--- src/rtl/branch_resolve_ctrl.sv ---
// ============================================================================
// Module  : branch_resolve_ctrl
// Purpose : RV32I conditional-branch resolver with fetch-redirect handshake.
//           Optional statistics counters: define BRANCH_STATS_EN.
// Revision: 1.0 - initial release
// ============================================================================
`default_nettype none

module branch_resolve_ctrl #(
  parameter int REDIR_TIMEOUT = 0,
  parameter int CNT_W         = 16
) (
  input  logic             clk,
  input  logic             reset,
  input  logic             req_valid,
  output logic             req_ready,
  input  logic [31:0]      instr,
  input  logic [31:0]      pc,
  input  logic [31:0]      rs1_data,
  input  logic [31:0]      rs2_data,
  output logic             redirect_valid,
  input  logic             redirect_ready,
  output logic [31:0]      redirect_pc,
  output logic             flush,
  output logic             resolve_done,
  output logic             resolve_taken,
  output logic             illegal_err,
  output logic             misalign_err,
  output logic             timeout_err,
  output logic [CNT_W-1:0] taken_cnt,
  output logic [CNT_W-1:0] ntaken_cnt
);

  localparam logic [1:0] c_IDLE  = 2'd0;
  localparam logic [1:0] c_EVAL  = 2'd1;
  localparam logic [1:0] c_REDIR = 2'd2;
  localparam int         c_TW    = (REDIR_TIMEOUT > 0) ? $clog2(REDIR_TIMEOUT + 1) : 1;
  localparam logic [c_TW-1:0] c_TMO = c_TW'(REDIR_TIMEOUT);

  logic [1:0]      r_state;
  logic [31:0]     r_instr;
  logic [31:0]     r_pc;
  logic [31:0]     r_rs1;
  logic [31:0]     r_rs2;
  logic [31:0]     r_redirect_pc;
  logic [c_TW-1:0] r_tcnt;

  logic [2:0]  w_funct3;
  logic [31:0] w_imm;
  logic [31:0] w_target;
  logic        w_illegal;
  logic        w_eq;
  logic        w_lt;
  logic        w_ltu;
  logic        w_cond;
  logic        w_taken;
  logic        w_in_eval;
  logic        w_in_redir;
  logic        w_tmo_hit;
  logic        w_handshake;
  logic        w_tmo;
  logic        w_unused_rs_fields;

  // Register-index fields are irrelevant here; operands arrive pre-read.
  assign w_unused_rs_fields = ^r_instr[24:15];

  assign w_funct3  = r_instr[14:12];
  assign w_imm     = {{19{r_instr[31]}}, r_instr[31], r_instr[7], r_instr[30:25],
                      r_instr[11:8], 1'b0};
  assign w_target  = r_pc + w_imm;
  assign w_illegal = (r_instr[6:0] != 7'b1100011) || (w_funct3[2:1] == 2'b01);
  assign w_eq      = (r_rs1 == r_rs2);
  assign w_lt      = ($signed(r_rs1) < $signed(r_rs2));
  assign w_ltu     = (r_rs1 < r_rs2);

  always_comb begin
    w_cond = 1'b0;
    case (w_funct3)
      3'b000:  w_cond = w_eq;
      3'b001:  w_cond = ~w_eq;
      3'b100:  w_cond = w_lt;
      3'b101:  w_cond = ~w_lt;
      3'b110:  w_cond = w_ltu;
      3'b111:  w_cond = ~w_ltu;
      default: w_cond = 1'b0;
    endcase
  end

  assign w_taken     = ~w_illegal & w_cond;
  // Outputs are gated by reset so every output reads 0 while reset is held.
  assign w_in_eval   = (r_state == c_EVAL)  & ~reset;
  assign w_in_redir  = (r_state == c_REDIR) & ~reset;
  assign w_tmo_hit   = (REDIR_TIMEOUT != 0) && (r_tcnt == c_TMO);
  assign w_handshake = w_in_redir & redirect_ready;
  assign w_tmo       = w_in_redir & ~redirect_ready & w_tmo_hit;

  assign req_ready      = (r_state == c_IDLE) & ~reset;
  assign redirect_valid = w_in_redir;
  assign redirect_pc    = r_redirect_pc;
  assign flush          = w_handshake;
  assign resolve_done   = (w_in_eval & ~(w_taken & ~w_target[1])) | w_handshake | w_tmo;
  assign resolve_taken  = (w_in_eval & w_taken & w_target[1]) | w_handshake;
  assign illegal_err    = w_in_eval & w_illegal;
  assign misalign_err   = w_in_eval & w_taken & w_target[1];
  assign timeout_err    = w_tmo;

  always_ff @(posedge clk or posedge reset) begin
    if (reset) begin
      r_state       <= c_IDLE;
      r_instr       <= '0;
      r_pc          <= '0;
      r_rs1         <= '0;
      r_rs2         <= '0;
      r_redirect_pc <= '0;
      r_tcnt        <= '0;
    end else begin
      case (r_state)
        c_IDLE: begin
          r_tcnt <= '0;
          if (req_valid) begin
            r_instr <= instr;
            r_pc    <= pc;
            r_rs1   <= rs1_data;
            r_rs2   <= rs2_data;
            r_state <= c_EVAL;
          end
        end
        c_EVAL: begin
          r_tcnt <= '0;
          if (w_taken && !w_target[1]) begin
            r_redirect_pc <= w_target;
            r_state       <= c_REDIR;
          end else begin
            r_state <= c_IDLE;
          end
        end
        c_REDIR: begin
          if (redirect_ready || w_tmo_hit) begin
            r_state <= c_IDLE;
          end else if (REDIR_TIMEOUT != 0) begin
            r_tcnt <= r_tcnt + c_TW'(1);
          end
        end
        default: r_state <= c_IDLE;
      endcase
    end
  end

`ifdef BRANCH_STATS_EN
  logic [CNT_W-1:0] r_taken_cnt;
  logic [CNT_W-1:0] r_ntaken_cnt;

  always_ff @(posedge clk or posedge reset) begin
    if (reset) begin
      r_taken_cnt  <= '0;
      r_ntaken_cnt <= '0;
    end else begin
      if (resolve_done && resolve_taken && !(&r_taken_cnt))
        r_taken_cnt <= r_taken_cnt + CNT_W'(1);
      // Timeouts are excluded: that branch was taken but never redirected.
      if (w_in_eval && !w_illegal && !w_taken && !(&r_ntaken_cnt))
        r_ntaken_cnt <= r_ntaken_cnt + CNT_W'(1);
    end
  end

  assign taken_cnt  = r_taken_cnt;
  assign ntaken_cnt = r_ntaken_cnt;
`else
  assign taken_cnt  = '0;
  assign ntaken_cnt = '0;
`endif

endmodule

`default_nettype wire

--- config.mk ---
export PLATFORM = sky130hd
export DESIGN_NAME = branch_resolve_ctrl
export DESIGN_NICKNAME = d
export VERILOG_FILES = /design/src/rtl/branch_resolve_ctrl.sv
export SDC_FILE = /design/constraint.sdc
export NUM_CORES = 1
export LEC_CHECK = 0
export CORE_ASPECT_RATIO = 0.75
export CORE_MARGIN = 4
export CORE_UTILIZATION = 48
export CTS_BUF_LIST = sky130_fd_sc_hd__clkbuf_8
export CTS_CLUSTER_DIAMETER = 40
export DETAILED_ROUTE_END_ITERATION = 8
export GPL_TIMING_DRIVEN = 0
export PLACE_DENSITY = 0.87
export SETUP_SLACK_MARGIN = 0.02
export SLEW_MARGIN = 10
export SYNTH_ARGS = -nofsm -noshare
export SYNTH_HDL_FRONTEND = slang
export SYNTH_SLANG_ARGS = --single-unit
--- constraint.sdc ---
create_clock -name clk -period 8.7 [get_ports clk]
set_input_delay 1.74 -clock clk [delete_from_list [all_inputs] [get_ports clk]]
set_output_delay 1.74 -clock clk [all_outputs]
set_load 0.02 [all_outputs]
# == After elaboration in Yosys (flattened, before gate mapping) ==
# Cells that the tools add are included.
# totals
input_bits,132
wordCells,53
out_inout_bits,72
register_bits,162
# classes
magnitude_cmp,2
n_eq_ne,12
reduce_logical,8
bitwise_logic,19
n_addsub,1
n_mux,5
# ops
op,n
$lt 32x32->1,2
$add 32x32->32,1
$eq 32x32->1,1
$eq 3x3->1 const B,4
$and 1x1->1,10
$ne 7x7->1 const B,1
$not 1->1,7
$mux 2,3
$pmux 1 s6,1
$pmux 2 s3,1
$reduce_and 2->1,3
$eq 2x1->1 const B,2
$ne 2x2->1 const B,2
$eq 3x1->1 const B,1
$logic_not 3->1,1
$eq 2x2->1 const B,1
$logic_not 2->1,1
$or 1x1->1,2
$logic_and 1x1->1,1
$logic_not 1->1,1
$logic_or 1x1->1,1

# == Logic depth before layout (Yosys ltp) ==
# depth
ltp_word,8
ltp_mapped,13
depth_no_buf,12

# == Worst setup path before layout ==
# OpenSTA, ideal clock, no wires.
# synth_timing
kind,flip-flop to output port
startpoint,reg r_rs1[15]
endpoint,out resolve_done
path_buffers,0
required_ns,6.960
arrival_time_ns,2.462
path_slack_ns,4.498
path_stages_with_launch,10
cell_sequence,dfrtp_1 -> ha_1 -> nand4_1 -> nor4_1 -> a21boi_0 -> o31ai_1 -> mux2i_1 -> nor3_1 -> nor2_1 -> o31ai_1
# synth_via
elab_chain_len,8
word_cells_on_any_way,12
cone_classes,order compare: 2; eq/ne: 1; mux: 1; bitwise: 8
# synth_lines
element,line,rtl
start: declaration,43,logic [31:0] r_rs1;
start signal: assignment,123,r_rs1 <= rs1_data;
$lt 32x32->1 (tied with other cells),74,assign w_ltu = (r_rs1 < r_rs2);
$not 1->1 (on tied branches),"84, 80, 82",
$pmux 1 s6 (*),78,case (w_funct3)
$and 1x1->1 (*),89,assign w_taken = ~w_illegal & w_cond;
$and 1x1->1 (*),101,assign resolve_done = (w_in_eval & ~(w_taken & ~w_target[1])) | w_handshake | w_tmo;
$not 1->1 (*),101,
$and 1x1->1 (*),101,
$or 1x1->1 (*),101,
end: declaration,25,"output logic resolve_done,"
# Mark *: on every way between the ends. The rest lies on a longest branch, timed or not.

# == Worst setup path after layout ==
# layout_timing
startpoint,reg r_rs1[31]
endpoint,out resolve_done
# Same word-level chain as after synthesis.

==> impl_metrics.prom <==
# TYPE chip_impl_metric gauge
chip_impl_metric{name="numPortBuffers",unit=""} 160
chip_impl_metric{name="drt-vias-per-instance",unit=""} 5.30
chip_impl_info{name="synth_ff_type",value="sky130_fd_sc_hd__dfrtp_1"} 1
chip_impl_metric{name="clockBufferDepth",unit=""} 2
chip_impl_info{name="endpoint_kind",value="output pin"} 1
chip_impl_metric{name="arrival_time_worst_endpoint",unit="ns"} 4.05
chip_impl_metric{name="dp_hpwl",unit="µm"} 15600
chip_impl_metric{name="postCtsResizedCells",unit=""} 0
chip_impl_metric{name="number_of_flops_mapped_to_enable_cells_by_yosys",unit=""} 0
chip_impl_info{name="worst_hold_path_type",value="reg2reg"} 1
chip_impl_info{name="synth_area_leaders",value="sky130_fd_sc_hd__dfrtp_1 47%, sky130_fd_sc_hd__mux2_2 11%, sky130_fd_sc_hd__ha_1 9.5%"} 1
chip_impl_metric{name="synth.yosys.seq_area_share",unit="%"} 46.6
chip_impl_metric{name="diodes",unit=""} 0
chip_impl_metric{name="mappedNetlistArea",unit="µm²"} 8160
chip_impl_metric{name="worst-path-max-fanout",unit=""} 4
chip_impl_info{name="synth.cells.most_frequent",value="152 x sky130_fd_sc_hd__dfrtp_1, 88 x sky130_fd_sc_hd__nand2_1, 83 x sky130_fd_sc_hd__mux2_2"} 1
chip_impl_metric{name="grt_first_pass_wirelength",unit="µm"} 32100
chip_impl_metric{name="cp.required",unit="ns"} 6.96
chip_impl_metric{name="post_cts_hold_buffer_count",unit=""} 0
chip_impl_metric{name="post_synth_num_cell_types",unit=""} 55
chip_impl_metric{name="drive_above_1_share",unit="%"} 15.9
chip_impl_metric{name="finish.utilization",unit="%"} 64.7
chip_impl_info{name="crit_type",value="reg2out"} 1
chip_impl_info{name="outcome",value="finished, final reports clean"} 1
chip_impl_metric{name="timing.fmax",unit="MHz"} 173
chip_impl_info{name="cts_root_buf",value="sky130_fd_sc_hd__clkbuf_8"} 1
chip_impl_metric{name="p_leak",unit="nW"} 4.76
chip_impl_metric{name="boundary_pin_count",unit=""} 204
chip_impl_metric{name="timing.setup.tns",unit="ns"} 0
chip_impl_metric{name="total_of_endpoints_with_negative_setup_slack_in_the_final_report",unit=""} 0
chip_impl_info{name="grt_setup_unrepaired",value="false"} 1
chip_impl_metric{name="report.final.hold_viol_count",unit=""} 0
chip_impl_metric{name="layout.area.seq",unit="µm²"} 3800
chip_impl_metric{name="pwr_density_cell",unit="nW/µm²"} 198
chip_impl_metric{name="final.setup_skew",unit="ns"} 0.0219
chip_impl_metric{name="timing.max_cap.violations",unit=""} 0
chip_impl_metric{name="grt.total_usage",unit="%"} 21.4
chip_impl_metric{name="number_of_sinks_handled_by_clock_tree_synthesis",unit=""} 152
chip_impl_metric{name="vias",unit=""} 6431
chip_impl_metric{name="initial_core_util",unit="%"} 49.9
chip_impl_metric{name="dieArea",unit="µm²"} 19200
chip_impl_metric{name="min_period",unit="ns"} 5.79
chip_impl_metric{name="globalRouteOverflowTotal",unit=""} 0
chip_impl_metric{name="min_period_over_period",unit="%"} 66.5
chip_impl_metric{name="worstHoldPathCells",unit=""} 2
chip_impl_metric{name="yosysWarningCount",unit=""} 0
chip_impl_metric{name="synth_cells",unit=""} 779
chip_impl_metric{name="drtIter0Drc",unit=""} 420
chip_impl_info{name="synth_largest_area_cell",value="sky130_fd_sc_hd__dfrtp_1"} 1
chip_impl_metric{name="globalplace.congestion",unit=""} 0.871
chip_impl_metric{name="layoutNonFillerInstCount",unit=""} 1214
chip_impl_metric{name="die_w",unit="µm"} 159
chip_impl_metric{name="synth_largest_type_area_fraction",unit="%"} 46.6
chip_impl_metric{name="synth_async_sr_flop_share",unit="%"} 100
chip_impl_metric{name="post_cts_buffers",unit=""} 0
chip_impl_info{name="post-synth-top-count-cell",value="sky130_fd_sc_hd__dfrtp_1"} 1
chip_impl_metric{name="timing.max_slew.rel_slack",unit="%"} 36.2
chip_impl_metric{name="post-place-cells",unit=""} 1182
chip_impl_metric{name="drc_errors",unit=""} 0
chip_impl_metric{name="drt_pass1_iterations",unit=""} 5
chip_impl_metric{name="first_global_vias",unit=""} 6358
chip_impl_metric{name="cts_inserted_buffers",unit=""} 17
chip_impl_metric{name="yosys_register_bits",unit=""} 152
chip_impl_metric{name="areaGrowthSynthToFinish",unit="%"} 29.8
chip_impl_metric{name="multi_input_comb_area",unit="µm²"} 3940
chip_impl_metric{name="fp.coreArea",unit="µm²"} 16400
chip_impl_metric{name="grt_antenna_before_repair",unit=""} 0
chip_impl_metric{name="syn_area_per_cell",unit="µm²"} 10.5
chip_impl_metric{name="rows",unit=""} 40
chip_impl_metric{name="worst_setup_hold_path_clk_slew",unit="ns"} 0.08
chip_impl_metric{name="die_height",unit="µm"} 121
chip_impl_metric{name="total_detailed_routing_wirelength",unit="µm"} 20500
chip_impl_metric{name="timing.final.max_slew_violations",unit=""} 0
chip_impl_metric{name="timing.reg2reg.worst_path_depth",unit=""} 10
chip_impl_metric{name="wirelength_per_cell",unit="µm"} 16.8
chip_impl_metric{name="nFillCells",unit=""} 1285
chip_impl_metric{name="post_layout_nets",unit=""} 1186
chip_impl_info{name="worst_setup_path_start_kind",value="register"} 1
chip_impl_metric{name="maximum_number_of_pins_on_one_net_before_global_route_repair",unit=""} 105
chip_impl_metric{name="antenna_violating_nets_post_route",unit=""} 0
chip_impl_metric{name="vdd_ir_max",unit="µV"} 98.6
chip_impl_metric{name="worst_hold_slack",unit="ns"} 0.495
chip_impl_metric{name="max_slew.worst_pin.slew",unit="ns"} 0.944
chip_impl_info{name="clock_tree_from_tritoncts",value="yes"} 1
chip_impl_metric{name="cts_max_level",unit=""} 4
chip_impl_metric{name="clock_insertion_delay_worst_skew",unit="ns"} 0.45
sequential cells by signal, summed over array words and instances (netlist names):
signal / flops
r_instr: 22
r_pc: 32
r_rs1: 32
r_rs2: 32
r_state: 2
redirect_pc: 32
final timing paths:
kind | startpoint | end | slack, ns
worst max-delay path | r_rs1[31] | resolve_done | 2.91
worst min-delay path | redirect_pc[31] | redirect_pc[31] | 0.49
worst max register to register | r_instr[31] | redirect_pc[30] | 4.94
worst min register to register | redirect_pc[31] | redirect_pc[31] | 0.49
max in group asynchronous | reset | r_rs2[30] | 6.01
min in group asynchronous | reset | r_rs1[28] | 1.85
metal layers:
layer / wire length, µm / track usage, % / vias up / part of all wire [%]
met5: 0 / 0 / - / 0
met4: 279 / 5.70 / 0 / 1.4
met3: 1300 / 5.20 / 18 / 6.4
met2: 9640 / 34.2 / 193 / 47
met1: 9220 / 29.1 / 3119 / 45
li1: - / - / 3101 / -
cell type report:
type	count	area share, %
plain buffers	58	3.44
clock buffers	21	2.73
clock inverters	11	1.16
inverters	46	1.70
multi-input cells	555	37.2
flip-flops and latches	152	35.9
well taps	210	2.48
repair buffers	161	15.4
placed cells by master (no fill, tap or decap), types with 4 or more instances in the layout:
cell type	synthesis	layout
sky130_fd_sc_hd__xor2_1	14	14
sky130_fd_sc_hd__and4_1	4	4
sky130_fd_sc_hd__nand2b_1	6	6
sky130_fd_sc_hd__a211oi_1	6	6
sky130_fd_sc_hd__ha_1	62	62
sky130_fd_sc_hd__a21oi_1	43	43
sky130_fd_sc_hd__buf_4	34	34
sky130_fd_sc_hd__o21ai_0	61	61
sky130_fd_sc_hd__nand4_1	7	7
sky130_fd_sc_hd__conb_1	1	33
sky130_fd_sc_hd__nor2_1	20	20
sky130_fd_sc_hd__nand2_1	88	88
sky130_fd_sc_hd__nor3_1	8	8
sky130_fd_sc_hd__mux2_2	83	83
sky130_fd_sc_hd__nand3_1	12	12
sky130_fd_sc_hd__clkdlybuf4s50_1	0	160
sky130_fd_sc_hd__xnor2_1	13	13
sky130_fd_sc_hd__a21o_1	11	11
sky130_fd_sc_hd__inv_1	46	47
sky130_fd_sc_hd__o21bai_1	4	4
sky130_fd_sc_hd__o21ai_1	29	29
sky130_fd_sc_hd__o211ai_1	9	9
sky130_fd_sc_hd__dfrtp_1	152	152
sky130_fd_sc_hd__clkbuf_1	16	16
sky130_fd_sc_hd__clkbuf_8	0	21
cells by family (layout without fill, tap and decap cells):
family / count (synthesis) / after routing / synth area share, %
AOI/OAI and AO/OA: 184 / 184 / 13.1
xor gates and xnor gates: 27 / 27 / 2.90
adders and majority gates: 63 / 63 / 9.75
buffers and inverters: 104 / 297 / 6.58
DFF: 152 / 152 / 46.6
muxes: 86 / 86 / 11.9
other: 1 / 33 / 0.0459
and+or+nand+nor: 162 / 162 / 9.10
report_power, final:
part	internal, mW	switching, mW
sequential	0.795	0.0532
clock	0.285	0.271
combinational	0.328	0.369
through the flow:
stage | area [µm²] | setup WS (ns) | total power, mW
2_1_floorplan | 8280 | 2.87 | 1.34
3_3_place_gp | 10100 | 0.662 | 1.52
3_5_place_dp | 10200 | 3.47 | 1.55
4_1_cts | 10600 | 3.03 | 2.11
5_1_grt | 10600 | 2.74 | 2.23
6_report | 10600 | 2.91 | 2.10
critical path: stages, from the launching register on:
cell and delay, ns:
sky130_fd_sc_hd__dfrtp_1 0.38, sky130_fd_sc_hd__ha_1 0.37, sky130_fd_sc_hd__nand4_1 0.16, sky130_fd_sc_hd__nor4b_1 0.81, sky130_fd_sc_hd__or2_2 0.24, sky130_fd_sc_hd__o31ai_1 0.09
sky130_fd_sc_hd__mux2i_1 0.13, sky130_fd_sc_hd__nor3_1 0.41, sky130_fd_sc_hd__nor2_1 0.14, sky130_fd_sc_hd__o31ai_1 0.21, sky130_fd_sc_hd__clkdlybuf4s50_1 0.67
(Power assumes the default switching activity.)
